$ cat src/rtl/mem_ctrl.sv
// mem_ctrl: memory-side responder for the load/store buffer and the
// instruction fetcher.
//
// Each accepted 1, 2 or 4 byte access is serialised into byte transfers
// over an 8-bit RAM/IO port. A data request takes priority over a fetch.
// Loads and fetches return little-endian, zero-extended read data. Stores
// return a completion. Both are reported with a one-cycle done pulse.
//
// Ports:
//   clk, rst        clock, asynchronous active-high reset
//   rdy             global enable; low freezes all state
//   flush           aborts reads and suppresses a pending read done
//   if_req/if_addr  fetch request (level) and word address
//   lsu_*           data request (lsu_empty == 0 means valid), size, data
//   stall           busy; requesters must not issue
//   done, done_instr, done_store, rdata   response bus
//   mem_din/mem_dout/mem_a/mem_wr         8-bit RAM/IO port (1-cycle read latency)
//   io_buffer_full  back-pressure for writes into the IO region
module mem_ctrl #(
  parameter int         AddrWidth = 32,
  parameter logic [1:0] IoHiBits  = 2'b11
) (
  input  logic                 clk,
  input  logic                 rst,
  input  logic                 rdy,
  input  logic                 flush,
  input  logic                 if_req,
  input  logic [AddrWidth-1:0] if_addr,
  input  logic                 lsu_empty,
  input  logic                 lsu_store,
  input  logic [1:0]           lsu_size,
  input  logic [AddrWidth-1:0] lsu_addr,
  input  logic [31:0]          lsu_wdata,
  output logic                 stall,
  output logic                 done,
  output logic                 done_instr,
  output logic                 done_store,
  output logic [31:0]          rdata,
  input  logic [7:0]           mem_din,
  output logic [7:0]           mem_dout,
  output logic [AddrWidth-1:0] mem_a,
  output logic                 mem_wr,
  input  logic                 io_buffer_full
);

  typedef enum logic [1:0] {
    IDLE  = 2'd0,
    READ  = 2'd1,
    WRITE = 2'd2,
    DONE  = 2'd3
  } state_t;

  state_t               state_q;
  logic [AddrWidth-1:0] addr_q;
  logic [AddrWidth-1:0] mem_a_q;
  logic [31:0]          wdata_q;
  logic [31:0]          rdata_q;
  logic [2:0]           size_q;
  logic [2:0]           cnt_q;
  logic                 instr_q;
  logic                 store_q;
  logic                 stall_q;
  logic                 done_q;
  logic                 mem_wr_q;
  logic [7:0]           mem_dout_q;

  logic [2:0]           cnt_inc;
  logic [1:0]           cap_idx;
  logic [AddrWidth-1:0] next_a;
  logic                 io_block;

  function automatic logic [2:0] size_bytes(input logic [1:0] s);
    case (s)
      2'b01:   return 3'd1;
      2'b10:   return 3'd2;
      default: return 3'd4;
    endcase
  endfunction

  assign cnt_inc = cnt_q + 3'd1;
  // In READ, the byte arriving now was addressed one cycle earlier.
  assign cap_idx = cnt_q[1:0] - 2'd1;
  // Natural modulo-2^AddrWidth wrap of the byte address.
  assign next_a  = addr_q + AddrWidth'(cnt_inc);
  // Only meaningful while a write byte is on the port (mem_wr_q gates it).
  assign io_block = (mem_a_q[17:16] == IoHiBits) && io_buffer_full;

  always_ff @(posedge clk or posedge rst) begin
    if (rst) begin
      state_q    <= IDLE;
      addr_q     <= '0;
      mem_a_q    <= '0;
      wdata_q    <= '0;
      rdata_q    <= '0;
      size_q     <= '0;
      cnt_q      <= '0;
      instr_q    <= 1'b0;
      store_q    <= 1'b0;
      stall_q    <= 1'b0;
      done_q     <= 1'b0;
      mem_wr_q   <= 1'b0;
      mem_dout_q <= '0;
    end else if (rdy) begin
      case (state_q)
        IDLE: begin
          if (!flush && (!lsu_empty || if_req)) begin
            cnt_q   <= '0;
            rdata_q <= '0;
            stall_q <= 1'b1;
            if (!lsu_empty) begin
              addr_q  <= lsu_addr;
              mem_a_q <= lsu_addr;
              size_q  <= size_bytes(lsu_size);
              wdata_q <= lsu_wdata;
              instr_q <= 1'b0;
              store_q <= lsu_store;
              if (lsu_store) begin
                // First write byte goes out in the very next cycle.
                state_q    <= WRITE;
                mem_wr_q   <= 1'b1;
                mem_dout_q <= lsu_wdata[7:0];
              end else begin
                state_q <= READ;
              end
            end else begin
              addr_q  <= if_addr;
              mem_a_q <= if_addr;
              size_q  <= 3'd4;
              instr_q <= 1'b1;
              store_q <= 1'b0;
              state_q <= READ;
            end
          end
        end
        READ: begin
          if (flush) begin
            state_q <= IDLE;
            stall_q <= 1'b0;
          end else begin
            // cnt_q counts address cycles issued; it runs one past size_q
            // to collect the final byte through the RAM's read latency.
            if (cnt_q != 3'd0) begin
              rdata_q[{cap_idx, 3'b000} +: 8] <= mem_din;
            end
            if (cnt_q == size_q) begin
              state_q <= DONE;
              done_q  <= 1'b1;
            end else begin
              cnt_q <= cnt_inc;
              if (cnt_inc < size_q) begin
                mem_a_q <= next_a;
              end
            end
          end
        end
        WRITE: begin
          // A blocked IO byte is retried every cycle without advancing.
          if (!io_block) begin
            if (cnt_inc == size_q) begin
              state_q  <= DONE;
              mem_wr_q <= 1'b0;
              done_q   <= 1'b1;
            end else begin
              cnt_q      <= cnt_inc;
              mem_a_q    <= next_a;
              mem_dout_q <= wdata_q[{cnt_inc[1:0], 3'b000} +: 8];
            end
          end
        end
        DONE: begin
          state_q <= IDLE;
          done_q  <= 1'b0;
          stall_q <= 1'b0;
        end
        default: state_q <= IDLE;
      endcase
    end
  end

  // A flush arriving during the done cycle cancels a read response;
  // store completions are always reported.
  assign done       = done_q && !(flush && !store_q);
  assign done_instr = done && instr_q;
  assign done_store = done && store_q;
  assign stall      = stall_q;
  assign rdata      = rdata_q;
  assign mem_a      = mem_a_q;
  assign mem_dout   = mem_dout_q;
  assign mem_wr     = mem_wr_q && rdy && !io_block;

endmodule

$ cat config.mk
export PLATFORM = sky130hd
export DESIGN_NAME = mem_ctrl
export DESIGN_NICKNAME = d
export VERILOG_FILES = /design/src/rtl/mem_ctrl.sv
export SDC_FILE = /design/constraint.sdc
export NUM_CORES = 1
export LEC_CHECK = 0
export ABC_AREA = 1
export ABC_CLOCK_PERIOD_IN_PS = 8400
export BUFFER_PORTS_ARGS = -buffer_cell sky130_fd_sc_hd__buf_2
export CAP_MARGIN = 20
export CORE_MARGIN = 5
export CORE_UTILIZATION = 47
export CTS_CLUSTER_SIZE = 12
export DETAILED_ROUTE_END_ITERATION = 6
export PLACE_DENSITY = 0.71
export SYNTH_ARGS = -nofsm -noshare
export SYNTH_HDL_FRONTEND = slang
export SYNTH_SLANG_ARGS = --single-unit
export TNS_END_PERCENT = 1
$ cat constraint.sdc
create_clock -name clk -period 8.4 [get_ports clk]
set_input_delay 0.84 -clock clk [delete_from_list [all_inputs] [get_ports clk]]
set_output_delay 0.84 -clock clk [all_outputs]
set_load 0.02 [all_outputs]
==> results.cfg <==
[synthesis]
yosys.area.top_type = dfrtp_1
ys_seq_area_share_pct = 44.4
ys_ff_latch = 149
synth_cell_types = 40
postSynthCellCount = 1179
synth_fp_nets = 1313
synth_area_leaders = dfrtp_1 (44%), nand2_1 (22%), nor2_1 (4.7%)
synth_top_cell_area_share_pct = 44.4
ys_warn_count = 0
syn_area_per_cell_um2 = 7.12
synth_area_um2 = 8390

[cts]
postCtsHoldBufs = 0
cts-root-buf = clkbuf_16
numCtsBuffers = 17
post_cts.repair.setup_buffers = 0
cts_tree = done
cts_repair_resize_count = 0
worstSkewPairLatency_ns = 0.43
cts_max_path_buffers = 2
htreeDepth = 4
path_clk_slew_ns = 0.06
cts.sinks = 149

[worst_setup_path]
startpoint_type = register
r2r_cells = 11
cp.arrival_ns = 4.28
reg2reg_slack_ns = 4.48
required_ns = 8.77
regToRegEndpoint = mem_a[13]
reg2reg_from = cnt_q[0]
worstSetupPathType = reg -> reg
cp-end-kind = register
critPathMaxFanout = 55

[sta]
fmax_ghz = 0.255
finalClockSkew_ns = 0.00940
maxSlewViolCount = 0
finalCritPeriodShare_pct = 46.6
setup_slack_ns = 4.48
hold_viol_final = 0
relSlewSlack_pct = 37.0
worst-slew-pin-transition_ns = 0.945
setup_viol = 0
finalSetupTns_ns = 0
rsz0062_at_grt = no
final.min_clock_period_ns = 3.92
holdWs_ns = 0.471

[pwr]
vdd_ir_drop_max_uv = 240
leakage_nw = 5.31
power_mw = 3.66
powerDensity_nw_per_um2 = 367

[placement]
place_ws_ns = 3.83
port_buffers = 190
dpl_cell_area_um2 = 9380
post-place-cells = 1551
place_congestion = 0.918
dp_hpwl_um = 16600

[routing]
post_drt_via_cell_ratio = 5.00
wl_per_cell_um = 14.3
drc = 0
vias = 7915
drtAntennaViolNets = 0
routed_wirelength_um = 22600
drt-pass1-iter-count = 5
drtIter0Drc = 607

[die]
fp.dieW_um = 144
ios = 191
dieArea_um2 = 20600
die_h_um = 144
core_area_um2 = 17400
rows = 48
initial_core_util_pct = 48.2

[cells_and_area]
final_util_pct = 57.3
fillers = 1721
syn_to_final_growth_pct = 19.0
diodes = 0
stdcell_count = 1583
nNetsFinal = 1480
fin_area_um2 = 9980
drive_above_1_share_pct = 19.1

[grt]
grt_pass1_wl_um = 36800
grtUsageTotal_pct = 22.3
grt_max_degree = 91
grt_pass1_vias = 7382
overflow = 0
antenna_found_initial = 0

[hold_path]
holdPathEnd = rdata[6]
whs_path_depth = 2
holdCritStartpoint = rdata[6]
worstHoldPathType = reg -> reg

[job]
cap_violations = 0

[outcome]
outcome = finished clean
==> area by class of cell <==
| type | instances | area [um2] | share of cell area [%] |
|---|---|---|---|
| clock buffers | 18 | 429 | 4.30 |
| inverters | 102 | 393 | 3.94 |
| clock inverters | 13 | 148 | 1.48 |
| repair buffers | 194 | 1000 | 10.0 |
| well taps | 225 | 282 | 2.82 |
| flip-flops and latches | 149 | 3730 | 37.4 |
| multi-input cells | 882 | 4000 | 40.1 |
==> power breakdown <==
group          total (mW)  leakage [nW]  internal, mW  switching (mW)
Combinational        1.67          3.13         0.547            1.13
Sequential           1.23          1.90          1.01           0.220
Clock               0.757         0.282         0.441           0.316
Total                3.66          5.31          2.00            1.66
==> critical path: stages (launching register included) <==
cell	delay, ns
dfrtp_1	0.56
buf_16	0.22
inv_1	0.25
ha_1	0.83
ha_1	0.39
nand4_1	0.13
nand2_1	0.09
a21oi_1	0.22
nand3_4	0.55
inv_2	0.39
nand3_1	0.11
nand2_1	0.07
==> sequential cells by signal (all words and copies together), names as in the netlist, 2 cells and up <==
name,cells
addr_q,32
cnt_q,3
mem_a,32
mem_dout,8
rdata,32
size_q,3
state_q,2
wdata_q,32
==> cell usage after synthesis <==
| library cell | n |
|---|---|
| o22ai_1 | 2 |
| o21ai_4 | 3 |
| a31oi_1 | 8 |
| nor2_2 | 11 |
| nor3_1 | 3 |
| clkbuf_1 | 13 |
| xnor2_1 | 2 |
| inv_4 | 2 |
| buf_1 | 1 |
| clkinv_1 | 1 |
| buf_4 | 9 |
| nand4_1 | 3 |
| a22o_1 | 1 |
| a21oi_2 | 1 |
| nor2_1 | 104 |
| fa_1 | 1 |
| nand4_2 | 1 |
| nand3b_1 | 1 |
| o21ai_0 | 60 |
| buf_6 | 6 |
| mux2i_1 | 3 |
| nand2_2 | 3 |
| ha_1 | 19 |
| nand3_4 | 1 |
| nor2_4 | 1 |
| inv_2 | 7 |
| dfrtp_1 | 149 |
| nand3_2 | 2 |
| inv_1 | 92 |
| o21ai_1 | 46 |
| o211ai_1 | 1 |
| o21a_1 | 2 |
| buf_2 | 16 |
| nand2_1 | 496 |
| a21oi_1 | 21 |
| nand3_1 | 75 |
| and3_4 | 1 |
| clkbuf_2 | 1 |
| nand2_4 | 1 |
| o31ai_1 | 9 |
==> how the worst max path moves through the flow <==
stage              from   endpoint  slack, ns
2_1_floorplan       rst  addr_q[0]       3.55
3_3_place_gp   cnt_q[0]  mem_a[13]       4.02
3_5_place_dp   cnt_q[0]  mem_a[13]       3.83
4_1_cts        cnt_q[0]  mem_a[13]       3.79
5_1_grt        cnt_q[0]  mem_a[22]       4.06
6_report       cnt_q[0]  mem_a[13]       4.48
==> placed cells by master, fill, tap and decap left out, drive strengths merged <==
cell type	count
nand4	4
nand3	78
o211ai	1
o21a	2
nor3	3
bufinv	2
clkinvlp	1
clkinv	5
mux2i	3
a22o	1
ha	19
nor2	116
clkbuf	18
dfrtp	149
o31ai	9
inv	107
o22ai	2
nand3b	1
a31oi	8
fa	1
a21oi	22
o21ai	109
nand2	500
xnor2	2
and3	1
buf	194
==> kinds of logic after synthesis <==
kind of cell	share of synthesized area [%]
fa+ha+maj	3.07
mux	0.358
xor+xnor	0.209
flops	44.4
compound gates	10.2
simple gates	33.9
buf+inv	7.87
==> routing by layer <==
layer	global-route usage (%)	part of all wire, %	up-vias
met5	0	0	-
met4	5.30	1.3	0
met3	4.79	6.1	26
met2	32.2	42	237
met1	34.1	50	3594
li1	-	-	4058
Note: power is estimated with default switching activity, not from simulation.
